$ cat src/rtl/vio_route_stage_pkg.sv
// Shared stream widths and route-stage types for the vio switch datapath.
package lynxTypes;

  localparam int unsigned AXI_DATA_BITS = 64;
  localparam int unsigned AXI_KEEP_BITS = AXI_DATA_BITS / 8;
  localparam int unsigned PID_BITS      = 6;
  localparam int unsigned ROUTE_BITS    = 14;

  typedef enum logic [1:0] {
    RT_IDLE,
    RT_FWD,
    RT_DROP
  } route_state_t;

endpackage

$ cat src/rtl/vio_route_stage_if.sv
// AXI4 stream bundle carrying data, byte keep, last and packet id.
interface AXI4SR;
  import lynxTypes::*;

  logic                     tvalid;
  logic                     tready;
  logic [AXI_DATA_BITS-1:0] tdata;
  logic [AXI_KEEP_BITS-1:0] tkeep;
  logic                     tlast;
  logic [PID_BITS-1:0]      tid;

  modport s (input tvalid, tdata, tkeep, tlast, tid, output tready);
  modport m (output tvalid, tdata, tkeep, tlast, tid, input tready);
endinterface

$ cat src/rtl/vio_route_stage_skid.sv
// Two-entry skid buffer; reports next-cycle room so the producer can register its ready.
module route_skid_buf #(
  parameter int unsigned  W          = 8,
  parameter logic [W-1:0] RESET_WORD = '0
) (
  input  logic         aclk,
  input  logic         aresetn,
  input  logic         push,
  input  logic [W-1:0] push_data,
  output logic         room_next,
  output logic         out_valid,
  input  logic         out_ready,
  output logic [W-1:0] out_data
);

  logic         skid_valid, skid_valid_nx, out_valid_nx;
  logic [W-1:0] skid_data, skid_data_nx, out_data_nx;

  // push is only issued while the skid slot is empty, so no beat can be lost here
  always_comb begin
    out_valid_nx  = out_valid;
    out_data_nx   = out_data;
    skid_valid_nx = skid_valid;
    skid_data_nx  = skid_data;
    if (!out_valid || out_ready) begin
      if (skid_valid) begin
        out_valid_nx  = 1'b1;
        out_data_nx   = skid_data;
        skid_valid_nx = 1'b0;
      end else if (push) begin
        out_valid_nx = 1'b1;
        out_data_nx  = push_data;
      end else begin
        out_valid_nx = 1'b0;
      end
    end else if (push) begin
      skid_valid_nx = 1'b1;
      skid_data_nx  = push_data;
    end
  end

  assign room_next = !skid_valid_nx;

  always_ff @(posedge aclk) begin
    if (!aresetn) begin
      out_valid  <= 1'b0;
      out_data   <= RESET_WORD;
      skid_valid <= 1'b0;
      skid_data  <= '0;
    end else begin
      out_valid  <= out_valid_nx;
      out_data   <= out_data_nx;
      skid_valid <= skid_valid_nx;
      skid_data  <= skid_data_nx;
    end
  end

endmodule

$ cat src/rtl/vio_route_stage.sv
// Tags each user packet with a route word latched at its first beat, or discards it.
module vio_route_stage
  import lynxTypes::*;
#(
  parameter int unsigned           ROUTE_BITS    = lynxTypes::ROUTE_BITS,
  parameter logic [ROUTE_BITS-1:0] ROUTE_DEFAULT = '0,
  parameter logic [ROUTE_BITS-1:0] ROUTE_DROP    = '1
) (
  input  logic                  aclk,
  input  logic                  aresetn,
  input  logic [ROUTE_BITS-1:0] route_cfg,
  input  logic                  route_cfg_valid,
  AXI4SR.s                      data_sink,
  AXI4SR.m                      data_src,
  output logic [ROUTE_BITS-1:0] route_out,
  output logic [31:0]           pkt_fwd_cnt,
  output logic [31:0]           pkt_drop_cnt
);

  localparam int unsigned BEAT_W = AXI_DATA_BITS + AXI_KEEP_BITS + 1 + PID_BITS + ROUTE_BITS;

  route_state_t          state, state_nx;
  logic [ROUTE_BITS-1:0] pending, active, beat_route;
  logic                  sink_ready, accept, first_beat, drop_beat, push, room_next;
  logic [BEAT_W-1:0]     push_word, out_word;
  logic [31:0]           fwd_cnt, drop_cnt;

  assign accept     = data_sink.tvalid && sink_ready;
  assign first_beat = (state == RT_IDLE);
  // the first beat uses pending directly: active only catches up at that same edge
  assign beat_route = first_beat ? pending : active;
  assign drop_beat  = (state == RT_DROP) || (first_beat && pending == ROUTE_DROP);
  assign push       = accept && !drop_beat;
  assign push_word  = {data_sink.tdata, data_sink.tkeep, data_sink.tlast, data_sink.tid, beat_route};

  always_comb begin
    state_nx = state;
    case (state)
      RT_IDLE: if (accept && !data_sink.tlast) state_nx = drop_beat ? RT_DROP : RT_FWD;
      RT_FWD,
      RT_DROP: if (accept && data_sink.tlast) state_nx = RT_IDLE;
      default: state_nx = RT_IDLE;
    endcase
  end

  always_ff @(posedge aclk) begin
    if (!aresetn) begin
      state      <= RT_IDLE;
      pending    <= ROUTE_DEFAULT;
      active     <= ROUTE_DEFAULT;
      sink_ready <= 1'b0;
      fwd_cnt    <= '0;
      drop_cnt   <= '0;
    end else begin
      state <= state_nx;
      if (route_cfg_valid) pending <= route_cfg;
      if (accept && first_beat) active <= pending;
      sink_ready <= room_next || (state_nx == RT_DROP);
      if (data_src.tvalid && data_src.tready && data_src.tlast) fwd_cnt <= fwd_cnt + 32'd1;
      if (accept && drop_beat && data_sink.tlast) drop_cnt <= drop_cnt + 32'd1;
    end
  end

  route_skid_buf #(
    .W          (BEAT_W),
    .RESET_WORD (BEAT_W'(ROUTE_DEFAULT))
  ) u_skid (
    .aclk      (aclk),
    .aresetn   (aresetn),
    .push      (push),
    .push_data (push_word),
    .room_next (room_next),
    .out_valid (data_src.tvalid),
    .out_ready (data_src.tready),
    .out_data  (out_word)
  );

  assign {data_src.tdata, data_src.tkeep, data_src.tlast, data_src.tid, route_out} = out_word;
  assign data_sink.tready = sink_ready;
  assign pkt_fwd_cnt      = fwd_cnt;
  assign pkt_drop_cnt     = drop_cnt;

endmodule

$ cat src/flat_wrapper.sv
// flat-port wrapper written by rule: the top's interface ports become plain ports
module vio_route_stage_flat import lynxTypes::*;
#(
  parameter int unsigned           ROUTE_BITS    = lynxTypes::ROUTE_BITS,
  parameter logic [ROUTE_BITS-1:0] ROUTE_DEFAULT = '0,
  parameter logic [ROUTE_BITS-1:0] ROUTE_DROP    = '1
)
  (aclk, aresetn, route_cfg, route_cfg_valid, route_out, pkt_fwd_cnt, pkt_drop_cnt, data_sink_tvalid, data_sink_tdata, data_sink_tkeep, data_sink_tlast, data_sink_tid, data_sink_tready, data_src_tvalid, data_src_tdata, data_src_tkeep, data_src_tlast, data_src_tid, data_src_tready);
  AXI4SR data_sink_i ();
  AXI4SR data_src_i ();
  input  logic aclk;
  input  logic aresetn;
  input  logic [ROUTE_BITS-1:0] route_cfg;
  input  logic route_cfg_valid;
  output logic [ROUTE_BITS-1:0] route_out;
  output logic [31:0] pkt_fwd_cnt;
  output logic [31:0] pkt_drop_cnt;
  input wire logic [$bits(data_sink_i.tvalid)-1:0] data_sink_tvalid;
  input wire logic [$bits(data_sink_i.tdata)-1:0] data_sink_tdata;
  input wire logic [$bits(data_sink_i.tkeep)-1:0] data_sink_tkeep;
  input wire logic [$bits(data_sink_i.tlast)-1:0] data_sink_tlast;
  input wire logic [$bits(data_sink_i.tid)-1:0] data_sink_tid;
  output wire logic [$bits(data_sink_i.tready)-1:0] data_sink_tready;
  output wire logic [$bits(data_src_i.tvalid)-1:0] data_src_tvalid;
  output wire logic [$bits(data_src_i.tdata)-1:0] data_src_tdata;
  output wire logic [$bits(data_src_i.tkeep)-1:0] data_src_tkeep;
  output wire logic [$bits(data_src_i.tlast)-1:0] data_src_tlast;
  output wire logic [$bits(data_src_i.tid)-1:0] data_src_tid;
  input wire logic [$bits(data_src_i.tready)-1:0] data_src_tready;
  assign data_sink_i.tvalid = data_sink_tvalid;
  assign data_sink_i.tdata = data_sink_tdata;
  assign data_sink_i.tkeep = data_sink_tkeep;
  assign data_sink_i.tlast = data_sink_tlast;
  assign data_sink_i.tid = data_sink_tid;
  assign data_sink_tready = data_sink_i.tready;
  assign data_src_tvalid = data_src_i.tvalid;
  assign data_src_tdata = data_src_i.tdata;
  assign data_src_tkeep = data_src_i.tkeep;
  assign data_src_tlast = data_src_i.tlast;
  assign data_src_tid = data_src_i.tid;
  assign data_src_i.tready = data_src_tready;
  vio_route_stage #(.ROUTE_BITS(ROUTE_BITS), .ROUTE_DEFAULT(ROUTE_DEFAULT), .ROUTE_DROP(ROUTE_DROP)) u_core (.aclk(aclk), .aresetn(aresetn), .route_cfg(route_cfg), .route_cfg_valid(route_cfg_valid), .data_sink(data_sink_i), .data_src(data_src_i), .route_out(route_out), .pkt_fwd_cnt(pkt_fwd_cnt), .pkt_drop_cnt(pkt_drop_cnt));
endmodule
$ cat config.mk
export PLATFORM = sky130hd
export DESIGN_NAME = vio_route_stage_flat
export DESIGN_NICKNAME = d
export VERILOG_FILES = /design/src/rtl/vio_route_stage_pkg.sv /design/src/rtl/vio_route_stage_if.sv /design/src/rtl/vio_route_stage_skid.sv /design/src/rtl/vio_route_stage.sv /design/src/flat_wrapper.sv
export SDC_FILE = /design/constraint.sdc
export NUM_CORES = 1
export LEC_CHECK = 0
export ABC_AREA = 1
export ABC_CLOCK_PERIOD_IN_PS = 3750
export CORE_MARGIN = 2
export CORE_UTILIZATION = 45
export CTS_BUF_LIST = sky130_fd_sc_hd__clkbuf_8
export CTS_CLUSTER_SIZE = 8
export DETAILED_ROUTE_END_ITERATION = 8
export PLACE_DENSITY = 0.72
export RECOVER_POWER = 100
export SLEW_MARGIN = 5
export SYNTH_ARGS = -nofsm -noshare
export SYNTH_HDL_FRONTEND = slang
export SYNTH_HIERARCHICAL = 1
export SYNTH_SLANG_ARGS = --single-unit
$ cat constraint.sdc
create_clock -name aclk -period 3.75 [get_ports aclk]
set_input_delay 0.75 -clock aclk [delete_from_list [all_inputs] [get_ports aclk]]
set_output_delay 0.75 -clock aclk [all_outputs]
set_load 0.02 [all_outputs]
# Word level (Yosys, flattened, before mapping)
# Cells that the tools add are included.
dict set report classes {
  reduce_logical 22
  n_mux 11
  eq_ne 4
  add_sub_neg 2
  n_bitwise 1
}
# op count
set op_table {}
lappend op_table {{two-way mux 93 bit} 2}
lappend op_table {{adder 32 x 1 -> 32 bit, second input constant} 2}
lappend op_table {{equality test 14 bit, second input constant} 1}
lappend op_table {{two-way mux 14 bit} 1}
lappend op_table {{logical AND 1 bit} 10}
lappend op_table {{two-way mux 2 bit} 3}
lappend op_table {{equality test 2 bit, second input constant} 2}
lappend op_table {{zero test 1 bit} 4}
lappend op_table {{two-way mux 1 bit} 4}
lappend op_table {{case mux 2 bit (2 select lines)} 1}
lappend op_table {{AND reduction 2 bit} 2}
lappend op_table {{logical OR 1 bit} 3}
lappend op_table {{equality test 2 x 1 -> 1 bit, second input constant} 1}
lappend op_table {{zero test 2 bit} 1}
lappend op_table {{nonzero test 2 bit} 1}
lappend op_table {{OR reduction 2 bit} 1}
lappend op_table {{inverter 1 bit} 1}
dict set report word_totals {
  inputBits 98
  reg_bits 283
  out_inout_bits 159
  word_cells 50
}

# Logic depth before layout (Yosys ltp)
dict set report depth {
  depth_word 9
  depth_mapped 17
  mapped_depth_nobuf 15
}

# Modules after synthesis
# The synthesis kept the hierarchy.
# mod n_inst cells_each area_each_um2 seq_area_each_um2
set modules_own_cells {}
lappend modules_own_cells {route_skid_buf 1 1323 8464.4 3763.6}
lappend modules_own_cells {vio_route_stage 1 836 5203.7 1901.8}

# Worst setup path after synthesis
# OpenSTA, ideal clock, no wires.
dict set report synth_path {
  kind {reg2reg}
  startpoint {register u_core.state[0]}
  endpoint {register u_core.u_skid.out_data[73]}
  path_slack_ns 1.799
  n_path_buf 2
  arrival_ns 1.838
  stages_incl_launch_ff 17
  period_less_slack_ns 1.951
  setup_ns 0.113
  t_required_ns 3.637
  path_cell_list {dfxtp_1 -> inv_1 -> ha_1 -> nand2_1 -> inv_1 -> nand2_1 -> nor2_1 -> nand2_1 -> nand2_1 -> nor2_1 -> inv_2 -> nand2_1 -> nand2_2 -> buf_4 -> buf_2 -> nor2_1 -> nor2_1}
}
dict set report synth_between {
  elab_chain_len 7
  word_cells_on_any_way 8
  classes_between {1 x eq/ne; 7 x reduce/logical}
}
# element line_no
set synth_rtl {}
lappend synth_rtl {{from (decl)} vio_route_stage.sv:22} ;# route_state_t state, state_nx;
lappend synth_rtl {{from (signal assigned)} vio_route_stage.sv:55} ;# state <= state_nx;
lappend synth_rtl {{zero test 2 bit} vio_route_stage.sv:29} ;# assign first_beat = (state == RT_IDLE);
lappend synth_rtl {{logical AND 1 bit} vio_route_stage.sv:32} ;# assign drop_beat = (state == RT_DROP) || (first_beat && pending == ROUTE_DROP);
lappend synth_rtl {{logical OR 1 bit (*)} vio_route_stage.sv:32}
lappend synth_rtl {{zero test 1 bit (*)} vio_route_stage.sv:33} ;# assign push = accept && !drop_beat;
lappend synth_rtl {{logical AND 1 bit (*)} vio_route_stage.sv:33}
lappend synth_rtl {{net u_core.push} vio_route_stage.sv:24} ;# logic sink_ready, accept, first_beat, drop_beat, push, room_next;
lappend synth_rtl {{nonzero test 2 bit (no source line) (*)} -}
lappend synth_rtl {{AND reduction 2 bit (no source line) (*)} -}
lappend synth_rtl {{to (signal assigned)} vio_route_stage_skid.sv:52} ;# out_data <= out_data_nx;
lappend synth_rtl {{to (decl)} vio_route_stage_skid.sv:13} ;# output logic [W-1:0] out_data
# The timed path passes the listed nets; every way through them passes the cells marked *.
# A chain may end at the register's enable or synchronous reset.

# Worst setup path after layout
dict set report layout_path {
  startpoint {register u_core.state[0]}
  endpoint {register u_core.u_skid.out_data[20]}
}
# Same word-level chain as after synthesis.

==> flow_results.org <==
** Floorplan
- The die is 178 µm tall.
- Row count :: 63
- The floorplan step defined a core boundary enclosing 0.0298 mm².
- I/O pin count :: 257
- Total Die Area :: 0.0318 mm²
- Starting Density :: 0.459
- The floorplan step set the die width to 178 µm.

** STA
- Hold is met by 0.446 ns.
- Slew Limit Headroom :: -0.0897
- In the final timing run, aggregate negative setup slack is 0 ns.
- Slew Limit Fails :: 54
- Number of setup violations in the final report :: 0
- Dividing the final minimum period by the clock period gives 0.796.
- Final Hold Vio Count :: 0
- On the final layout, the worst clock skew is 0.0415 ns.
- Setup slack closes at 0.765 ns.
- Setup repair after global routing left no endpoint under its margin.
- The routed design could run at a clock period as short as 2.99 ns.
- For this run, the top clock speed supported by timing is 335 MHz.
- Worst-margin pin slew :: 1.63 ns

** Global route
- The number of antenna violations at the first check in global routing was 10.
- The via count of the first global-routing pass was 13000.
- Total grt overflow :: 0
- Entering global routing, the biggest net connects 101 pins.
- Gr usage total :: 0.247
- Wire length of the first global-routing pass :: 64.7 mm

** Cells and area
- Across the whole layout, storage elements account for 0.00567 mm².
- For this run, the post-layout net count is 2461.
- Area grow syn2layout :: 26.4%
- Layout cells sized above 1 :: 0.0448
- The multi-input combinational cells in the finished layout cover a total of 0.00680 mm².
- Count of fill cells added during filler insertion :: 2857
- For this run, the share of the core covered by cells in the final layout is 0.580.

** Pwr
- Leak :: 7.65 nW
- IR analysis of the VDD net gives a maximum drop of 0.262 mV.
- For this design the ratio of total power to cell area is 408 mW/mm².

** Run
- Maximum Capacitance Violations :: 2

** Route
- In the routed layout, each cell is associated on average with a via count of 5.05.
- Detailed route wirelength on metal2 :: 18.2 mm
- In this run the remaining antenna-violating nets after routing total 0.
- Routed wire per std cell :: 14.4 µm
- Drt first pass iters :: 7
- The first routing iteration left 1193 violations.
- The routed layout has 14100 vias.
- Met3 Routed Length :: 3.09 mm
- # DRC :: 0
- Wire length reported by the detailed router :: 40.2 mm
- Met1 Wirelength :: 18.0 mm
- Top sig layer :: met5

** Clock network
- The tree built by TritonCTS fans out to 283 sinks.
- In this run the number of H-tree levels came out at 2.
- TritonCTS Buffers :: 51
- Clock tree from TritonCTS :: yes
- Number of setup buffers added after CTS :: 0
- After clock tree synthesis, the flow added hold-fix buffers numbering 0.
- Insertion delay to the later sink of the worst-skew pair :: 0.58 ns
- Post-cts resize count :: 0
- Clock-pin transition on the worst setup and hold timing paths :: 0.06 ns
- The tree is rooted in a clkbuf_8.
- CTS Buffer Depth :: 3

** Synth
- Of all cell types, the one taking the most synthesized area is dfxtp_1.
- Synth Warn # :: 6
- Of the synthesized area, sequential elements account for 0.415.
- Top area cells in the synthesized netlist :: dfxtp_1, nand2_1, nor2_1
- The number of nets in the synthesized netlist is 2262.
- Synth Register Bits :: 283
- Number of distinct library cells after synthesis :: 31
- Syn Std Cell Area :: 0.0137 mm²
- Number of cells produced by synthesis :: 2159
- Share of the synthesized area in the top cell type :: 0.415
- After synthesis, the mean cell area works out to 6.33 µm².

** Setup path
- On the critical path the largest part of the delay comes from simple AND/OR/NAND/NOR gates.
- Slowest stage cell, crit path :: nand2_4
- Of all nets on the critical path, the largest fanout is 100.
- Critical Path Most Common Cell :: nand2_1
- The worst setup path is of the reg -> reg kind.
- Critical path data required time :: 4.26 ns
- For this run, the slowest stage of the critical path takes 0.56 ns.
- Cell-by-cell listing of the critical path :: inv_1 > ha_1 > nand2_1 > inv_1 > nand2_1 > nor2_1 > nand2_1 > nand2_1 > nor2_1 > inv_2 > nand2_1 > nand2_4 > clkbuf_2 > nand2_1 > nand2_1 > nor2_1
- WP data arrival :: 3.50 ns
- Total buffers and inverters traversed by the critical path :: 4
- STA classifies the critical path endpoint as a flip-flop.
- Crit start category :: flip-flop

** Placed design
- OpenSTA, run right after detailed placement, puts the worst setup slack at 0.794 ns.
- After legalization and detailed placement, the total HPWL measured 25.3 mm.
- Global placement routability congestion :: 0.911
- Input and output buffers added on the ports amount to 256.

** Min path
- Path class of the lowest-slack min-delay path :: reg -> reg

** Status
- The final reports fail on capacitance limit, slew limit.
- Outcome :: finished with violations
## cell families after synthesis
family                   synth area share
flip-flops                          0.414
AND/OR/NAND/NOR                     0.403
AO/OA/AOI/OAI                      0.0818
XOR/XNOR                          0.00961
adder cells (fa/ha/maj)           0.00458
buffers and inverters              0.0865
## power breakdown
group	internal [mW]	switching, mW	total (mW)
sequential	3.14	0.0799	3.22
combinational	0.368	0.590	0.958
clock	1.60	1.27	2.87
total	5.10	1.94	7.04
## through the flow
step | std cells | area [µm²] | power, mW
floorplan | 2159 | 13700 | 3.84
global placement | 2695 | 16300 | 4.26
detailed placement | 2695 | 16300 | 4.28
CTS | 2781 | 17300 | 7.16
global route | 2782 | 17300 | 7.39
finish | 2785 | 17300 | 7.04
## layout by cell type (no fill, tap or decap), drive strengths merged, types with 5 or more instances in the layout
master	instances
inv	183
buf	12
nand4	98
dlygate4sd3	159
nand3b	18
ha	5
o21ai	54
nand2	855
clkdlybuf4s50	96
nand3	27
dfxtp	283
a21oi	160
xor2	11
clkbuf	65
nor2	343
## cells in the mapped netlist (all sizes together)
| library cell | number |
|---|---|
| nand2 | 855 |
| nor2 | 343 |
| dfxtp | 283 |
| inv | 163 |
| a21oi | 160 |
| nand4 | 98 |
| buf | 71 |
| clkbuf | 54 |
| o21ai | 54 |
| nand3 | 27 |
| nand3b | 18 |
| xor2 | 11 |
| ha | 5 |
| nor3 | 4 |
| xnor2 | 4 |
| o21a | 3 |
| a21boi | 1 |
| a31oi | 1 |
| nor3b | 1 |
| nor4 | 1 |
| o21bai | 1 |
| or2 | 1 |
## flip-flops by register name (all words and copies together), names as in the netlist
register / cells
u_core/u_skid/out_data: 93
u_core/u_skid/skid_data: 93
u_core/pkt_drop_cnt: 32
u_core/pkt_fwd_cnt: 32
u_core/active: 14
u_core/pending: 14
u_core/state: 2
u_core/data_sink.tready: 1
u_core/u_skid/out_valid: 1
u_core/u_skid/skid_valid: 1
## worst reg2reg max path, stage by stage (launching register included)
cell and delay, ns:
dfxtp_1 0.39, inv_1 0.08, ha_1 0.21, nand2_1 0.09, inv_1 0.04, nand2_1 0.05
nor2_1 0.04, nand2_1 0.11, nand2_1 0.09, nor2_1 0.28, inv_2 0.04, nand2_1 0.12
nand2_4 0.56, clkbuf_2 0.53, nand2_1 0.14, nand2_1 0.05, nor2_1 0.13
## cell type report
class | count | area share
diodes | 4 | 0.000580
clock buffers | 61 | 0.0486
clock inverters | 25 | 0.00913
inverters | 163 | 0.0354
multi-input cells | 1588 | 0.394
flip-flops and latches | 283 | 0.328
well taps | 390 | 0.0283
repair buffers | 271 | 0.156
## routing by layer
metal / track usage / up-vias
met2: 0.403 / 474
met5: 0 / -
li1: - / 7129
met1: 0.324 / 6382
met3: 0.0565 / 79
met4: 0.0810 / 6
## path summary, 6_finish.rpt
| check | startpoint | end | slack, ns | depth (start not counted) |
|---|---|---|---|---|
| max | u_core/state[0]$_SDFF_PN0_ | u_core/u_skid/out_data[20]$_SDFFE_PN0P_ | 0.76 | 16 |
| min | u_core/active[1]$_SDFFE_PN0P_ | u_core/active[1]$_SDFFE_PN0P_ | 0.45 | 2 |
| max reg2reg | u_core/state[0]$_SDFF_PN0_ | u_core/u_skid/out_data[20]$_SDFFE_PN0P_ | 0.76 | 16 |
| min reg2reg | u_core/active[1]$_SDFFE_PN0P_ | u_core/active[1]$_SDFFE_PN0P_ | 0.45 | 2 |
Power figures use the tool's default switching activity.
